**config.mk**
```make
export PLATFORM = sky130hd
export DESIGN_NAME = cpu_core_p
export DESIGN_NICKNAME = d
export VERILOG_FILES = /design/src/rtl/cpu_core_p.sv
export SDC_FILE = /design/constraint.sdc
export NUM_CORES = 1
export LEC_CHECK = 0
export ABC_AREA = 1
export CAP_MARGIN = 20
export CORE_UTILIZATION = 60
export CTS_BUF_LIST = sky130_fd_sc_hd__clkbuf_16
export DETAILED_ROUTE_END_ITERATION = 10
export GPL_ROUTABILITY_DRIVEN = 1
export HOLD_SLACK_MARGIN = 0.05
export PLACE_DENSITY = 0.82
export SYNTH_ARGS = -nofsm -noshare
export SYNTH_HDL_FRONTEND = slang
export SYNTH_SLANG_ARGS = --single-unit
export TNS_END_PERCENT = 30
```
**constraint.sdc**
```tcl
create_clock -name clk -period 5.9 [get_ports clk]
set_clock_uncertainty 0.05 [all_clocks]
set_input_delay 1.18 -clock clk [delete_from_list [all_inputs] [get_ports clk]]
set_output_delay 1.18 -clock clk [all_outputs]
set_load 0.03 [all_outputs]
```
**src/rtl/cpu_core_p.sv**
```systemverilog
// cpu_core_p: serial-instruction core with a parametrised register file and ZF/SF/CF flags.
// Instructions arrive MSB first after a start bit. Each one retires in a single EXEC cycle.
module cpu_core_p #(
  parameter int unsigned W    = 8,
  parameter int unsigned NREG = 4
) (
  input  logic              clk,
  input  logic              rst_n,
  input  logic              ins,
  output logic [NREG*W-1:0] regs,
  output logic              zf,
  output logic              sf,
  output logic              cf,
  output logic              busy,
  output logic              done
);

  localparam int unsigned RA = $clog2(NREG);
  localparam int unsigned IW = 4 + 2 * RA + W;
  localparam int unsigned CW = $clog2(IW);
  localparam logic [CW-1:0] CNT_LAST = CW'(IW - 1);

  typedef enum logic [1:0] {
    IDLE  = 2'd0,
    SHIFT = 2'd1,
    EXEC  = 2'd2
  } state_t;

  state_t         state;
  state_t         state_nxt;
  logic [CW-1:0]  cnt;
  logic [IW-1:0]  sr;
  logic [W-1:0]   rf [NREG];

  logic           start_c;
  logic           shift_en_c;
  logic           exec_en_c;

  logic [3:0]     op;
  logic [RA-1:0]  rd;
  logic [RA-1:0]  rs;
  logic [W-1:0]   imm;
  logic           rd_ok_c;
  logic           rs_ok_c;
  logic [W-1:0]   opa;
  logic [W-1:0]   opb;

  logic [W-1:0]   res;
  logic [W:0]     ext;
  logic           we;
  logic           upd_zs;
  logic           upd_c;
  logic           c_new;

  // State register
  always_ff @(posedge clk or negedge rst_n) begin
    if (!rst_n) state <= IDLE;
    else        state <= state_nxt;
  end

  // Next-state logic: start bit, IW data bits, one execute cycle
  always_comb begin
    state_nxt = state;
    case (state)
      IDLE:    if (ins) state_nxt = SHIFT;
      SHIFT:   if (cnt == CNT_LAST) state_nxt = EXEC;
      EXEC:    state_nxt = IDLE;
      default: state_nxt = IDLE;
    endcase
  end

  // FSM decodes that steer the datapath
  always_comb begin
    start_c    = 1'b0;
    shift_en_c = 1'b0;
    exec_en_c  = 1'b0;
    case (state)
      IDLE:    start_c    = ins;
      SHIFT:   shift_en_c = 1'b1;
      EXEC:    exec_en_c  = 1'b1;
      default: ;
    endcase
  end

  // Bit counter and instruction shift register
  always_ff @(posedge clk or negedge rst_n) begin
    if (!rst_n) begin
      cnt <= '0;
      sr  <= '0;
    end else if (start_c) begin
      cnt <= '0;
    end else if (shift_en_c) begin
      sr  <= {sr[IW-2:0], ins};
      cnt <= (cnt == CNT_LAST) ? '0 : cnt + CW'(1);
    end
  end

  // Field extraction; out-of-range register indices read as zero
  assign op      = sr[IW-1 -: 4];
  assign rd      = sr[2*RA+W-1 -: RA];
  assign rs      = sr[RA+W-1 -: RA];
  assign imm     = sr[W-1:0];
  assign rd_ok_c = (32'(rd) < NREG);
  assign rs_ok_c = (32'(rs) < NREG);
  assign opa     = rd_ok_c ? rf[rd] : '0;
  assign opb     = rs_ok_c ? rf[rs] : '0;

  // ALU: result, write enable and per-opcode flag update rules
  always_comb begin
    res    = '0;
    ext    = '0;
    we     = 1'b0;
    upd_zs = 1'b0;
    upd_c  = 1'b0;
    c_new  = 1'b0;
    case (op)
      4'd1:  begin res = opb; we = 1'b1; upd_zs = 1'b1; end
      4'd2:  begin res = imm; we = 1'b1; upd_zs = 1'b1; end
      4'd3:  begin
        ext = {1'b0, opa} + {1'b0, opb};
        res = ext[W-1:0]; c_new = ext[W]; we = 1'b1; upd_zs = 1'b1; upd_c = 1'b1;
      end
      4'd4:  begin
        ext = {1'b0, opa} - {1'b0, opb};
        res = ext[W-1:0]; c_new = ext[W]; we = 1'b1; upd_zs = 1'b1; upd_c = 1'b1;
      end
      4'd5:  begin res = opa & opb; we = 1'b1; upd_zs = 1'b1; upd_c = 1'b1; end
      4'd6:  begin res = opa | opb; we = 1'b1; upd_zs = 1'b1; upd_c = 1'b1; end
      4'd7:  begin res = opa ^ opb; we = 1'b1; upd_zs = 1'b1; upd_c = 1'b1; end
      4'd8:  begin res = ~opb;      we = 1'b1; upd_zs = 1'b1; upd_c = 1'b1; end
      4'd9:  begin
        res = {opa[W-2:0], 1'b0}; c_new = opa[W-1]; we = 1'b1; upd_zs = 1'b1; upd_c = 1'b1;
      end
      4'd10: begin
        res = {1'b0, opa[W-1:1]}; c_new = opa[0]; we = 1'b1; upd_zs = 1'b1; upd_c = 1'b1;
      end
      4'd11: begin
        ext = {1'b0, opa} + {1'b0, imm};
        res = ext[W-1:0]; c_new = ext[W]; we = 1'b1; upd_zs = 1'b1; upd_c = 1'b1;
      end
      4'd12: begin
        ext = {1'b0, opa} - {1'b0, opb};
        res = ext[W-1:0]; c_new = ext[W]; upd_zs = 1'b1; upd_c = 1'b1;
      end
      4'd13: begin
        ext = {1'b0, opa} + (W+1)'(1);
        res = ext[W-1:0]; c_new = ext[W]; we = 1'b1; upd_zs = 1'b1; upd_c = 1'b1;
      end
      4'd14: begin
        ext = {1'b0, opa} - (W+1)'(1);
        res = ext[W-1:0]; c_new = ext[W]; we = 1'b1; upd_zs = 1'b1; upd_c = 1'b1;
      end
      default: ;
    endcase
  end

  // Register file and flags commit in the EXEC cycle
  always_ff @(posedge clk or negedge rst_n) begin
    if (!rst_n) begin
      for (int i = 0; i < int'(NREG); i++) rf[i] <= '0;
      zf <= 1'b0;
      sf <= 1'b0;
      cf <= 1'b0;
    end else if (exec_en_c) begin
      if (we && rd_ok_c) rf[rd] <= res;
      if (upd_zs) begin
        zf <= (res == '0);
        sf <= res[W-1];
      end
      if (upd_c) cf <= c_new;
    end
  end

  // Status outputs: busy follows the next state, done marks retirement
  always_ff @(posedge clk or negedge rst_n) begin
    if (!rst_n) begin
      busy <= 1'b0;
      done <= 1'b0;
    end else begin
      busy <= (state_nxt != IDLE);
      done <= exec_en_c;
    end
  end

  // Flattened register view
  for (genvar g = 0; g < int'(NREG); g++) begin : g_regs
    assign regs[g*W +: W] = rf[g];
  end

endmodule

```
==> flow_summary_export.csv <==
group,metric,value,unit
worst_setup_path,endpoint_kind,"flip-flop",
worst_setup_path,worstSetupPathType,"flip-flop to flip-flop",
timing,slew_viol_final,0,
pwr,powerDensity,390.7,nW/µm²
timing,hold_violations,0,
worst_setup_path,crit_fanout,30,
detailed_routing,wl,15910,µm
final_layout,layout-drive-gt1-share,0.04729,
global_routing,grt_use_total,0.3680,
synth,synth_area,5226,µm²
synth,syn_inst,834,
timing,fmax,247.2,MHz
cts,clkSinkCount,59,
cts,insertion_delay,0.33,ns
floorplan,die_h,95.33,µm
run,drv_cap,0,
cts,htreeDepth,3,
worst_setup_path,crit_arrival,4.27,ns
placement,gp_congestion,0.9493,
cts,clkSlewWorstSetupHoldPaths,0.06,ns
final_layout,diodes,0,
worst_setup_path,critPathLaunchType,"flip-flop",
worst_setup_path,rr_endpoint,"zf$_DFFE_PN0P_",
worst_setup_path,critical-path-slowest-cell,"dfrtp_1",
floorplan,initial_core_util,0.6266,
cts,cts_max_path_buffers,2,
detailed_routing,drtIter0Drc,553,
pwr,vdd_drop_max,0.2236,mV
timing,tightest_slew,0.9311,ns
cts,cts_root_buf,"clkbuf_16",
timing,setup_violations,0,
status,status,"finished, final reports clean",
worst_setup_path,crit_start,"sr[10]$_DFFE_PN0P_",
synth,yosys_warnings,0,
cts,postCtsSetupBuffers,0,
timing,period_needed,4.045,ns
detailed_routing,dr.pass1.iters,7,
detailed_routing,drtAntennaViolNets,0,
cts,cts.repair.resized,0,
detailed_routing,avgViaCountPerCell,5.922,
timing,rsz0062_at_grt,"no",
global_routing,antenna_found_initial,0,
worst_setup_path,ff2ff_path_depth,16,
global_routing,overflow,0,
timing,min_period_over_period,0.6856,
worst_hold_path,hold_class,"flip-flop to flip-flop",
synth,synth_area_per_cell,6.267,µm²
pwr,p_leak,3.004,nW
cts,numCtsBuffers,9,
worst_setup_path,critical_path_depth,16,
worst_setup_path,cpLargestDelayFamily,"simple AND/OR/NAND/NOR gates",
global_routing,grt_max_degree,60,
final_layout,final_net_count,904,
worst_setup_path,worstPathRequired,6.12,ns
synth,ys_ff_latch,59,
synth,ys_seq_area_frac,0.2825,
worst_setup_path,critPathMostFrequentCell,"nand2_1",
global_routing,grt_pass1_vias,5289,
worst_setup_path,r2r_slack,1.85,ns
placement,portBuffers,39,
floorplan,fp.coreArea,8341,µm²
worst_setup_path,reg2reg_from,"sr[10]$_DFFE_PN0P_",
floorplan,die_area,9088,µm²
synth,netlist-cell-type-count,36,
worst_setup_path,critical-path-max-stage-delay,0.95,ns
worst_setup_path,crit_end,"zf$_DFFE_PN0P_",
floorplan,die_w,95.33,µm
final_layout,area_delta_synth_final,13.48,%
detailed_routing,route.detailed.drc,0,
final_layout,fill_cells,695,
global_routing,grt_pass1_wl,25500,µm
timing,max_slew_margin,0.3793,
worst_setup_path,path_buf_inv,2,
cts,cts_hold_buffers,0,
synth,syn-num-nets,876,
worst_setup_path,path_cells,"inv_2, nand2_1, nand2_1, nand2_1, nand2_1, inv_1, ha_1, a21oi_1, nand2_1, o21ai_0, o21ai_0, nor2_1, nand4_1, nor2_1, nand4_1, nand2_1",
detailed_routing,wl_per_cell,16.37,µm
placement,hpwl,11890,µm
timing,setup_tns,0,ns
pwr,power,2.317,mW
detailed_routing,routed-via-count,5756,
floorplan,ios,40,
floorplan,rows,33,
cts,cts_tree,"done",
## layout by cell type (no fill, tap or decap), types with 2 or more instances in the layout
cell             Yosys  routed
nand2_1            323     323
inv_1               78      79
nand3_1             78      78
o21ai_0             69      69
nor2_1              65      65
dfrtp_1             59      59
clkdlybuf4s50_1      0      38
ha_1                36      36
a21oi_1             32      32
nand4_1             17      17
clkbuf_16            0       9
nor2_2               8       8
nand2_2              5       5
nand3b_1             5       5
or2_2                5       5
inv_2                3       3
o21ai_1              3       3
a21boi_0             3       3
xor2_1               3       3
fa_1                 3       3
o22ai_1              2       2
o211ai_1             2       2
bufinv_16            0       2
clkinvlp_4           0       2
buf_4                2       2
## through the flow
stage	setup WS [ns]	hold WS, ns	std cells	util	area, µm²
3_3_place_gp	2.243	0.4026	956	0.6730	5613
2_1_floorplan	3.278	0.3709	834	-	5226
6_report	1.855	0.4322	972	0.7111	5931
5_1_grt	1.555	0.4564	972	0.7111	5931
4_1_cts	1.999	0.4253	972	0.7111	5931
3_5_place_dp	2.038	0.4211	956	0.6730	5613
## routing by layer
metal  global-route usage  vias up  share of wire
met5                    0        -              0
met4               0.1730        0          0.038
met3              0.04466       52          0.068
met2               0.6208      265           0.47
met1               0.4663     2696           0.43
li1                     -     2743              -
## cells in the mapped netlist
library cell	number	area, µm²
nand3b_1	5	37.54
nand2_2	5	31.28
inv_1	78	292.8
nor2_2	8	50.05
or2_2	5	31.28
nor2_4	1	11.26
o211ai_1	2	15.01
nand3_1	78	390.4
o311ai_0	1	8.760
nand2_1	323	1212
nand3_2	1	10.01
nor3b_1	1	7.510
o21bai_1	1	7.510
dfrtp_1	59	1476
nor4_1	1	6.260
buf_6	5	56.30
buf_4	2	15.01
fa_1	3	60.06
or2_0	1	6.260
a21o_1	1	7.510
nor2_1	65	244.0
xnor2_1	1	8.760
inv_2	3	11.26
clkbuf_2	1	5.000
nand4_1	17	106.4
a221oi_1	1	8.760
xor2_1	3	26.28
o22ai_1	2	12.51
a21oi_1	32	160.2
o21ai_0	69	345.3
buf_2	7	35.03
o21ai_1	3	15.01
a21boi_0	3	22.52
ha_1	36	450.4
clkbuf_1	9	33.78
a22oi_1	1	7.510
## logic make-up (layout without fill, tap and decap cells)
kind of cell | after synthesis | count (layout) | synth area share
simple gates | 511 | 511 | 0.4103
compound gates | 116 | 116 | 0.1168
buf+inv | 105 | 138 | 0.08594
flops | 59 | 59 | 0.2825
fa+ha+maj | 39 | 39 | 0.09768
xor+xnor | 4 | 4 | 0.006705
## registers in the layout, summed over array words and instances (netlist names)
signal / count
regs: 32
sr: 16
cnt: 4
state: 2
busy: 1
cf: 1
done: 1
sf: 1
zf: 1
## worst min path at each step
stage                                   from             end  slack, ns  cells past startpoint
final                     state[0]$_DFF_PN0_  done$_DFF_PN0_       0.43                      1
after CTS                 state[0]$_DFF_PN0_  done$_DFF_PN0_       0.43                      1
after global placement    state[0]$_DFF_PN0_  done$_DFF_PN0_       0.40                      1
after floorplan           state[0]$_DFF_PN0_  done$_DFF_PN0_       0.37                      1
after global routing      state[0]$_DFF_PN0_  done$_DFF_PN0_       0.46                      1
after detailed placement      zf$_DFFE_PN0P_  zf$_DFFE_PN0P_       0.42                      2
## power breakdown
part	total [mW]	switching, mW	internal [mW]
Sequential	0.637	0.149	0.488
Clock	0.569	0.200	0.369
Combinational	1.11	0.776	0.336
## final cells by class
class / count / area, µm² / area share
Clock buffer: 9 / 225.2 / 0.03797
Clock inverter: 7 / 92.59 / 0.01561
Tap cell: 105 / 131.4 / 0.02215
Sequential cell: 59 / 1476 / 0.2489
Inverter: 81 / 304.0 / 0.05127
Multi-Input combinational cell: 670 / 3301 / 0.5565
Timing Repair Buffer: 41 / 400.4 / 0.06751
(Power assumes the default switching activity.)
